### config.mk
export PLATFORM = sky130hd
export DESIGN_NAME = dcache_controller
export DESIGN_NICKNAME = d
export VERILOG_FILES = /design/src/rtl/dcache_pkg.sv /design/src/rtl/dcache_array.sv /design/src/rtl/dcache_controller.sv
export SDC_FILE = /design/constraint.sdc
export NUM_CORES = 1
export LEC_CHECK = 0
export CAP_MARGIN = 30
export CORE_MARGIN = 3
export CORE_UTILIZATION = 47
export CTS_CLUSTER_SIZE = 8
export DETAILED_ROUTE_END_ITERATION = 12
export HOLD_SLACK_MARGIN = 0.12
export PLACE_DENSITY = 0.63
export SYNTH_ARGS = -nofsm -noshare
export SYNTH_HDL_FRONTEND = slang
export SYNTH_SLANG_ARGS = --single-unit
### constraint.sdc
create_clock -name CLK -period 4.2 [get_ports CLK]
set_clock_uncertainty 0.05 [all_clocks]
set_input_delay 0.63 -clock CLK [delete_from_list [all_inputs] [get_ports CLK]]
set_output_delay 0.63 -clock CLK [all_outputs]
set_load 0.005 [all_outputs]
### src/rtl/dcache_pkg.sv
// Shared definitions for the direct-mapped write-back data cache:
// address field widths, block width and the controller state encoding.
package dcache_pkg;

   localparam int TAG_W    = 3;
   localparam int INDEX_W  = 3;
   localparam int OFFSET_W = 2;
   localparam int ADDR_W   = TAG_W + INDEX_W + OFFSET_W;
   localparam int BLOCK_W  = 32;

   typedef enum logic [1:0] {
      IDLE      = 2'd0,
      WRITEBACK = 2'd1,
      FETCH     = 2'd2,
      FILL      = 2'd3
   } state_e;

endpackage

### src/rtl/dcache_array.sv
// Line storage for the data cache: valid/dirty/tag/data per line, a hit
// compare against the presented tag, a single-byte store port and a block fill port.
module dcache_array
   import dcache_pkg::*;
#(
   parameter int NUM_LINES = 8,
   parameter int IDX_BITS  = 3,
   parameter int TAG_BITS  = 3,
   parameter int OFF_BITS  = 2,
   parameter int LINE_BITS = 32
) (
   input  logic                 clock,
   input  logic                 reset,
   input  logic [IDX_BITS-1:0]  index,
   input  logic [TAG_BITS-1:0]  tag,
   output logic                 hit,
   output logic                 line_valid,
   output logic                 line_dirty,
   output logic [TAG_BITS-1:0]  line_tag,
   output logic [LINE_BITS-1:0] line_data,
   input  logic                 byte_we,
   input  logic [OFF_BITS-1:0]  byte_offset,
   input  logic [7:0]           byte_data,
   input  logic                 fill_we,
   input  logic [LINE_BITS-1:0] fill_data
);

   logic [NUM_LINES-1:0] valid;
   logic [NUM_LINES-1:0] dirty;
   logic [TAG_BITS-1:0]  tags  [NUM_LINES];
   logic [LINE_BITS-1:0] data  [NUM_LINES];

   assign line_valid = valid[index];
   assign line_dirty = dirty[index];
   assign line_tag   = tags[index];
   assign line_data  = data[index];
   assign hit        = valid[index] && (tags[index] == tag);

   // A fill always wins over a store; the controller never requests both,
   // but a fill leaves the line clean so ordering matters if it ever did.
   always_ff @(posedge clock) begin
      if (reset) begin
         valid <= '0;
         dirty <= '0;
         for (int i = 0; i < NUM_LINES; i++) begin
            tags[i] <= '0;
            data[i] <= '0;
         end
      end else if (fill_we) begin
         data[index]  <= fill_data;
         tags[index]  <= tag;
         valid[index] <= 1'b1;
         dirty[index] <= 1'b0;
      end else if (byte_we) begin
         data[index][{byte_offset, 3'b000} +: 8] <= byte_data;
         dirty[index] <= 1'b1;
      end
   end

endmodule

### src/rtl/dcache_controller.sv
// Direct-mapped write-back data cache controller: hits complete with no stall,
// misses stall the CPU while a dirty victim is written back and the block is fetched.
module dcache_controller
   import dcache_pkg::*;
#(
   parameter int NUM_LINES   = 1 << INDEX_W,
   parameter int BLOCK_BYTES = BLOCK_W / 8
) (
   input  logic                                   CLK,
   input  logic                                   RESET,
   input  logic                                   READ,
   input  logic                                   WRITE,
   input  logic [ADDR_W-1:0]                      ADDRESS,
   input  logic [7:0]                             WRITEDATA,
   output logic [7:0]                             READDATA,
   output logic                                   BUSYWAIT,
   output logic                                   MEM_READ,
   output logic                                   MEM_WRITE,
   output logic [ADDR_W-$clog2(BLOCK_BYTES)-1:0]  MEM_ADDRESS,
   output logic [BLOCK_BYTES*8-1:0]               MEM_WRITEDATA,
   input  logic [BLOCK_BYTES*8-1:0]               MEM_READDATA,
   input  logic                                   MEM_BUSYWAIT
);

   localparam int IDX_BITS  = $clog2(NUM_LINES);
   localparam int OFF_BITS  = $clog2(BLOCK_BYTES);
   localparam int TAG_BITS  = ADDR_W - IDX_BITS - OFF_BITS;
   localparam int LINE_BITS = BLOCK_BYTES * 8;

   localparam logic [1:0] ST_IDLE      = IDLE;
   localparam logic [1:0] ST_WRITEBACK = WRITEBACK;
   localparam logic [1:0] ST_FETCH     = FETCH;
   localparam logic [1:0] ST_FILL      = FILL;

   logic [1:0]           state;
   logic [1:0]           next_state;
   logic [LINE_BITS-1:0] fill_buf;

   logic [TAG_BITS-1:0]  addr_tag;
   logic [IDX_BITS-1:0]  addr_index;
   logic [OFF_BITS-1:0]  addr_offset;

   logic                 hit;
   logic                 line_valid;
   logic                 line_dirty;
   logic [TAG_BITS-1:0]  line_tag;
   logic [LINE_BITS-1:0] line_data;
   logic                 request;
   logic                 byte_we;
   logic                 fill_we;

   assign addr_tag    = ADDRESS[ADDR_W-1 : IDX_BITS+OFF_BITS];
   assign addr_index  = ADDRESS[IDX_BITS+OFF_BITS-1 : OFF_BITS];
   assign addr_offset = ADDRESS[OFF_BITS-1:0];

   assign request = READ || WRITE;

   // A simultaneous load and store is treated as a load, so the store is dropped.
   assign byte_we = (state == ST_IDLE) && WRITE && !READ && hit;
   assign fill_we = (state == ST_FILL);

   dcache_array #(
      .NUM_LINES (NUM_LINES),
      .IDX_BITS  (IDX_BITS),
      .TAG_BITS  (TAG_BITS),
      .OFF_BITS  (OFF_BITS),
      .LINE_BITS (LINE_BITS)
   ) u_array (
      .clock       (CLK),
      .reset       (RESET),
      .index       (addr_index),
      .tag         (addr_tag),
      .hit         (hit),
      .line_valid  (line_valid),
      .line_dirty  (line_dirty),
      .line_tag    (line_tag),
      .line_data   (line_data),
      .byte_we     (byte_we),
      .byte_offset (addr_offset),
      .byte_data   (WRITEDATA),
      .fill_we     (fill_we),
      .fill_data   (fill_buf)
   );

   // The fetched block is latched on the acknowledging edge and written into
   // the line one cycle later in FILL, so the array has a single fill source.
   always_ff @(posedge CLK) begin
      if (RESET) begin
         state    <= ST_IDLE;
         fill_buf <= '0;
      end else begin
         state <= next_state;
         if (state == ST_FETCH && !MEM_BUSYWAIT) begin
            fill_buf <= MEM_READDATA;
         end
      end
   end

   always_comb begin
      next_state = state;
      case (state)
         ST_IDLE: begin
            if (request && !hit) begin
               next_state = (line_valid && line_dirty) ? ST_WRITEBACK : ST_FETCH;
            end
         end
         ST_WRITEBACK: begin
            if (!MEM_BUSYWAIT) begin
               next_state = ST_FETCH;
            end
         end
         ST_FETCH: begin
            if (!MEM_BUSYWAIT) begin
               next_state = ST_FILL;
            end
         end
         ST_FILL: next_state = ST_IDLE;
         default: next_state = ST_IDLE;
      endcase
   end

   // Stall is Mealy only in IDLE (miss detect); every other state stalls outright.
   assign BUSYWAIT = (state != ST_IDLE) || (request && !hit);
   assign READDATA = hit ? line_data[{addr_offset, 3'b000} +: 8] : 8'h00;

   assign MEM_READ      = (state == ST_FETCH);
   assign MEM_WRITE     = (state == ST_WRITEBACK);
   assign MEM_ADDRESS   = (state == ST_WRITEBACK) ? {line_tag, addr_index}
                                                  : ADDRESS[ADDR_W-1:OFF_BITS];
   assign MEM_WRITEDATA = line_data;

endmodule

# == Word-level counts from Yosys, hierarchy flattened ==
# Memory sizes are Yosys's and may differ from the RTL's.
# Cells that the tools add are included.
# classes
reduce_logical,19
n_eq_ne,7
n_mux,62
bitwise,36
n_addsub,1
n_shift,3
order_cmp,2
# ops
operator,n
32-bit two-way mux,3
1-bit two-way mux,44
1-bit OR,32
32-bit OR reduction,1
"8-bit by 7-bit variable shift with 32-bit output, first input constant",1
32-bit by 6-bit indexed part select with 8-bit output,1
8-bit by 7-bit indexed part select with 32-bit output,1
8-bit two-way mux,3
8-bit OR,2
3-bit two-way mux,3
8-bit AND,1
1-bit logical AND,8
2-bit two-way mux,4
8-bit inverter,1
2-bit one-hot mux with 4 select lines,1
5-bit negator with 7-bit output,1
1-bit binary-select mux with 3-bit select,2
6-bit two-way mux,1
"2-bit == test, second input constant",2
"3-bit by 4-bit less-than comparator with 1-bit output, second input constant",1
"2-bit != test, second input constant",2
2-bit nonzero test,2
1-bit demux with 3-bit select,1
3-bit == test,1
other kinds (8),11
# totals
elab_cells,136
inputBits,53
reg_bits,50
out_inout_bits,49
n_memories,2
ramBits,280
# memory_table
memory,words,word_bits,rd,rd_ports_with_merged_regs,wr,line_no,rtl
u_array.data,8,32,1,0,8,dcache_array.sv:31,logic [LINE_BITS-1:0] data [NUM_LINES];
u_array.tags,8,3,1,0,8,dcache_array.sv:30,logic [TAG_BITS-1:0] tags [NUM_LINES];

# == Logic depth before layout (Yosys ltp) ==
# logic_depth
depth_word,11
depth_mapped,11

# == Hierarchy ==
# From an unflattened synthesis, not the netlist that was laid out.
# unflattened
hier_cells,1264
area_unflattened_um2,14868.0
# by_module_without_submodules
module,seq_area_each_um2,n_inst,cells_per_inst,area_each_um2
dcache_array,8728.4,1,1076,13244.0
dcache_controller,680.7,1,188,1624.1

# == Worst setup path after synthesis ==
# OpenSTA, ideal clock, no wires.
# synth_timing
kind,in2reg
startpoint,in ADDRESS[2]
endpoint,"mem u_array.data[6][24], enable pin"
required_ps,3766
n_path_buf,2
stages,8
t_arrival_ps,2794
setup_slack_ps,972
path_cell_list,buf_2 > mux2i_1 > o22ai_2 > o21a_1 > nor3b_2 > nand3_1 > clkbuf_1 > o21ai_0
# synth_lines
element,line_no,rtl
from (decl),dcache_controller.sv:13,"input logic [ADDR_W-1:0] ADDRESS,"
to (decl),dcache_array.sv:31,

# == Worst setup path after layout ==
# layout_timing
startpoint,in ADDRESS[3]
endpoint,out READDATA[2]
# layout_via
elab_chain_cells,4
# layout_lines
element,line_no,rtl
branches (longest 3 deep; another with memory 8 x 32 bit),--,
8-bit two-way mux (*),dcache_controller.sv:124,"assign READDATA = hit ? line_data[{addr_offset, 3'b000} +: 8] : 8'h00;"
to (decl),dcache_controller.sv:15,"output logic [7:0] READDATA,"
# Mark *: on every way between the ends. The select of a mux whose other input is x is not followed.

==> run_results.csv <==
group,metric,value,unit
synth,yosys-top-cells-count,"edfxtp_1 (280), a21oi_1 (248), nand2_1 (244), o22ai_1 (77), clkbuf_1 (75)",
setup_path,crit_chain,"buf_4 -> buf_4 -> nor2_1 -> buf_4 -> a221oi_1 -> o22ai_1 -> o221ai_1 -> a21oi_1 -> clkdlybuf4s50_1",
cts,cts-buffers-inserted,47,
sta,worst_pin_slew,1.110,ns
layout,antennaDiodeCount,0,
synth,yosys_register_bits,330,
cts,cts_resized,0,
cts,cts_setup_buffers,0,
setup_path,critical_path_class,"input pin to output port",
pwr,p_sw_share,25.27,%
synth,yosys.cell_types.count,52,
worst_hold_path,min_from,"fill_buf[9]$_SDFFE_PP0P_",
synth,ys.flop_type,"edfxtp_1",
setup_path,critPathLaunchType,"input pin",
cts,clock-root-buffer,"clkbuf_16",
sta,finalCritPeriodShare,96.30,%
worst_hold_path,hold_path.class,"flip-flop to flip-flop",
synth,synth_area_leaders,"edfxtp_1 (53%), a21oi_1 (7.9%), dfxtp_1 (6.3%)",
global_routing,grt_max_degree,44,
pwr,power_leakage,6.476,nW
synth,synth_seq_area_share,59.54,%
setup_path,r2r_end,"u_array.data[2][28]$_SDFFCE_PN0P_",
setup_path,reg2reg_slack,1.12,ns
cts,clock-sinks,330,
synth,syn_inst,1433,
synth,synth_edf_count,280,
synth,synth_largest_area_cell,"edfxtp_1",
global_routing,grtUsageTotal,32.20,%
sta,hold_violations,0,
cts,tritoncts,"built",
sta,setup_tns,0,ns
setup_path,cp_common_cell,"buf_4",
sta,slew_headroom,25.83,%
pwr,ir_drop,0.3480,mV
floorplanning,io_pins,102,
pwr,p_switching,0.002111,W
synth,ys_warn_count,0,
sta,rsz0062_at_grt,"false",
route,drtIter0Drc,2150,
sta,min_period,4.045,ns
place,dp_slack,0.1537,ns
place,dp_hpwl,39160,um
route,drt-total-wl,58790,um
floorplanning,die_h,189.4,um
floorplanning,core_area,0.03287,mm^2
global_routing,grt_pass1_wl,84950,um
outcome,outcome,"complete, no violations",
pwr,clockPowerShare,42.0,%
cts,holdBufCountCts,0,
layout,drive_gt1_share,14.75,%
layout,syn_to_final_growth,21.11,%
cts,clk_pin_slew_worst_paths,0.05,ns
route,ant_nets,0,
layout,nets,1643,
synth,synth_fp_nets,1496,
cts,clk_path_buf_depth,3,
cts,clock_latency,0.55,ns
worst_hold_path,holdPathStages,2,
route,viasPerCell,6.434,
floorplanning,num_rows,66,
setup_path,cp-end-kind,"output port",
pwr,powerDensity,436.6,mW/mm^2
floorplanning,initial_utilization,48.08,%
route,drc,0,
global_routing,overflow,0,
synth,syn_avg_cell_area,11.03,um^2
setup_path,r2r_cells,9,
setup_path,crit_slowest_cell,"clkdlybuf4s50_1",
cts,h-tree-depth,2,
global_routing,antenna_found_initial,0,
pwr,p_int,0.006244,W
pwr,comb_power_share,12.9,%
floorplanning,die-area,0.03586,mm^2
route,num_vias,13180,
setup_path,slowest_delay,0.56,ns
global_routing,first_global_vias,12720,
floorplanning,die_w,189.4,um
synth,netlist.area_leader.share,53.21,%
worst_hold_path,hold_path_end,"fill_buf[9]$_SDFFE_PP0P_",
sta,timing.final.ws_setup,0.1552,ns
setup_path,critPathMaxFanout,23,
sta,setup_viol,0,
place,globalplace.congestion,0.9452,
place,portBuffers,101,
sta,drv_slew,0,
run,maxCapViolations,0,
route,dr.pass1.iters,6,
pwr,seq_power_share,45.1,%
synth,synth-async-reset-ratio,0,%
layout,fillerInstances,2788,
layout,fin_util,58.23,%
synth,syn_area,0.01580,mm^2
setup_path,crit_required,3.52,ns
setup_path,worstReg2RegStart,"u_array.tags[6][1]$_SDFFCE_PN0P_",
synth,yosysMostFrequentCell,"edfxtp_1",
setup_path,arrival,3.36,ns
sta,whs,0.4035,ns
route,routedWlPerCell,28.69,um
sta,clock.fmax,0.2472,GHz
[per-stage QoR]
stage / power [W] / instances / instance area, um^2
4_1_cts: 0.008342 / 2049 / 19140
5_1_grt: 0.008562 / 2049 / 19140
6_report: 0.008355 / 2049 / 19140
3_5_place_dp: 0.004881 / 1973 / 17790
2_1_floorplan: 0.004334 / 1433 / 15800
3_3_place_gp: 0.004844 / 1971 / 17750
[cell usage in the layout, fill, tap and decap left out, types with 26 or more instances in the layout]
cell,count
edfxtp_1,280
a21oi_1,248
nand2_1,244
buf_4,115
clkdlybuf4s50_1,97
o22ai_1,77
nor2_1,68
o21ai_0,52
dfxtp_1,50
clkbuf_16,47
mux2i_1,37
mux2_2,29
nand3_1,26
a22oi_1,26
[flip-flops by register name (all words and copies together), names as in the netlist, named ones only]
register and cells:
fill_buf 32, state 2, u_array.data 256, u_array.tags 24
u_array.valid 8
[layer usage]
metal | vias to the layer above | share of wire, % | routed length [um] | global-route usage [%]
met1 | 6318 | 38 | 22380 | 43.92
met3 | 203 | 12 | 7258 | 7.887
met2 | 973 | 44 | 26030 | 48.49
li1 | 5689 | - | - | -
met5 | - | 0 | 0 | 0
met4 | 0 | 5.3 | 3124 | 15.67
[worst max-delay path: cells and delay by family]
kind / cells / cell delay (ns)
buffers and inverters: 4 / 1.32
and+or+nand+nor: 1 / 0.15
AOI/OAI and AO/OA: 4 / 1.24
[kinds of logic after synthesis]
| group | synth area share [%] |
|---|---|
| adders and majority gates | 0.7918 |
| AOI/OAI and AO/OA | 17.52 |
| buffers and inverters | 3.650 |
| DFF | 59.54 |
| muxes | 7.831 |
| and+or+nand+nor | 10.67 |
[power groups by stage]
stage               combinational (W)  sequential (W)  clock (W)
global placement              0.00102         0.00383          0
floorplan                    0.000537         0.00380          0
CTS                           0.00106         0.00377    0.00352
global route                  0.00113         0.00378    0.00365
detailed placement            0.00105         0.00383          0
finish                        0.00108         0.00377    0.00351
[worst max path at each step]
stage,slack [ns],from,to
6_report,0.16,ADDRESS[3],READDATA[2]
5_1_grt,0.08,ADDRESS[3],READDATA[3]
4_1_cts,0.12,ADDRESS[2],BUSYWAIT
3_5_place_dp,0.15,ADDRESS[2],BUSYWAIT
3_3_place_gp,0.21,ADDRESS[2],BUSYWAIT
2_1_floorplan,0.97,ADDRESS[2],u_array.data[6][24]$_SDFFCE_PN0P_
[cell type report]
class	instances	area [um^2]	share of cell area (%)
Clock buffer	73	1284	6.708
Sequential cell	330	9409	49.16
Tap cell	442	553.0	2.890
Multi-Input combinational cell	966	5828	30.45
Clock inverter	3	58.81	0.3073
Timing Repair Buffer	218	1942	10.15
Inverter	17	63.81	0.3334
Note: power is estimated with default switching activity, not from simulation.
==> RTL change: new RTL, same flow settings <==
Change the package constant `TAG_W` from 3 to 6.
--- a/src/rtl/dcache_pkg.sv
+++ b/src/rtl/dcache_pkg.sv
@@ -2,7 +2,7 @@
 // address field widths, block width and the controller state encoding.
 package dcache_pkg;
 
-   localparam int TAG_W    = 3;
+   localparam int TAG_W    = 6;
    localparam int INDEX_W  = 3;
    localparam int OFFSET_W = 2;
    localparam int ADDR_W   = TAG_W + INDEX_W + OFFSET_W;
Interface: changed (resized ADDRESS and MEM_ADDRESS); port bits go from 102 to 108. No check against the original RTL was run, so the function may have changed too.
==> RTL change against the unedited design <==
Die area is 3.8% higher; area after synthesis is 3.9% higher; first-iteration DRC count is 12% lower; setup slack worse by 4.3 ps; wire length is 2.7% lower; sequential cell count is 24 higher; via count is 0.49% higher; power is 6.8% higher; cell area is 4.9% higher; largest cell class unchanged; largest power group unchanged.
==> RTL change: results (changes against the unedited design) <==
outcome: "completed"
clock.fmax_ghz: 0.2470  # -0.11%
grt_use_total: 0.3085  # -0.01349
wl_met3_um: 7426  # +2.3%
initialDrtViolationCount: 1898  # -12%
p_int_mw: 6.662  # +6.7%
portBuffers: 107  # +5.9%
dp_hpwl_um: 38450  # -1.8%
route.met2.wl_um: 25290  # -2.8%
grtUsageMet1: 0.4283  # -0.01087
drive_above_1_share: 0.1544  # +0.006937
r2r_slack_ps: 900  # -220 ps
max_stage_delay_ps: 510  # -50 ps
grt_max_degree: 42  # -4.5%
cp-endpoint: "READDATA[4]"
yosysSeqAreaShare: 0.6168  # +0.02143
worst_pin_slew_ps: 1131  # +20.25 ps
mappedNetlistNets: 1479  # -1.1%
first_global_vias: 12689  # -0.22%
wl_per_cell_um: 27.68  # -3.5%
initial_core_util: 0.4837  # +0.002879
synth_commonest_cells: "304 x edfxtp_1, 222 x nor2_1, 161 x nand2_1"
grtUsageMet3: 0.07502  # -0.003852
arrival_ps: 3370  # about the same
ir_worst_vdd_v: 0.0002835  # -19%
p_leak_nw: 6.966  # +7.6%
-- RTL change: cells by family (layout without fill, tap and decap cells) --
kind of cell,after synthesis,in the layout,synth area share
xor gates and xnor gates,2,2,0.001067
DFF,354,354,0.6168
AOI/OAI and AO/OA,360,360,0.1411
adders and majority gates,10,10,0.007619
muxes,90,90,0.08145
and+or+nand+nor,460,460,0.1182
buffers and inverters,137,343,0.03368
-- RTL change: final cells by class --
cell class | count | area (µm²)
fill | 2801 | 13870
clock inverter | 4 | 40.04
multi-input combinational | 922 | 5753
inverter | 21 | 78.83
tap | 448 | 560.5
clock buffer | 81 | 1368
timing repair buffer | 237 | 2153
sequential | 354 | 10130
-- RTL change: per-stage QoR --
stage	cell area, µm²	std cells	util	hold slack [ps]
after floorplan	16420	1413	-	381.5
after global placement	18640	1980	0.5490	391.3
after detailed placement	18670	1982	0.5499	393.6
after CTS	20080	2067	0.5913	379.2
after global routing	20080	2067	0.5915	399.2
final	20080	2067	0.5915	396.2
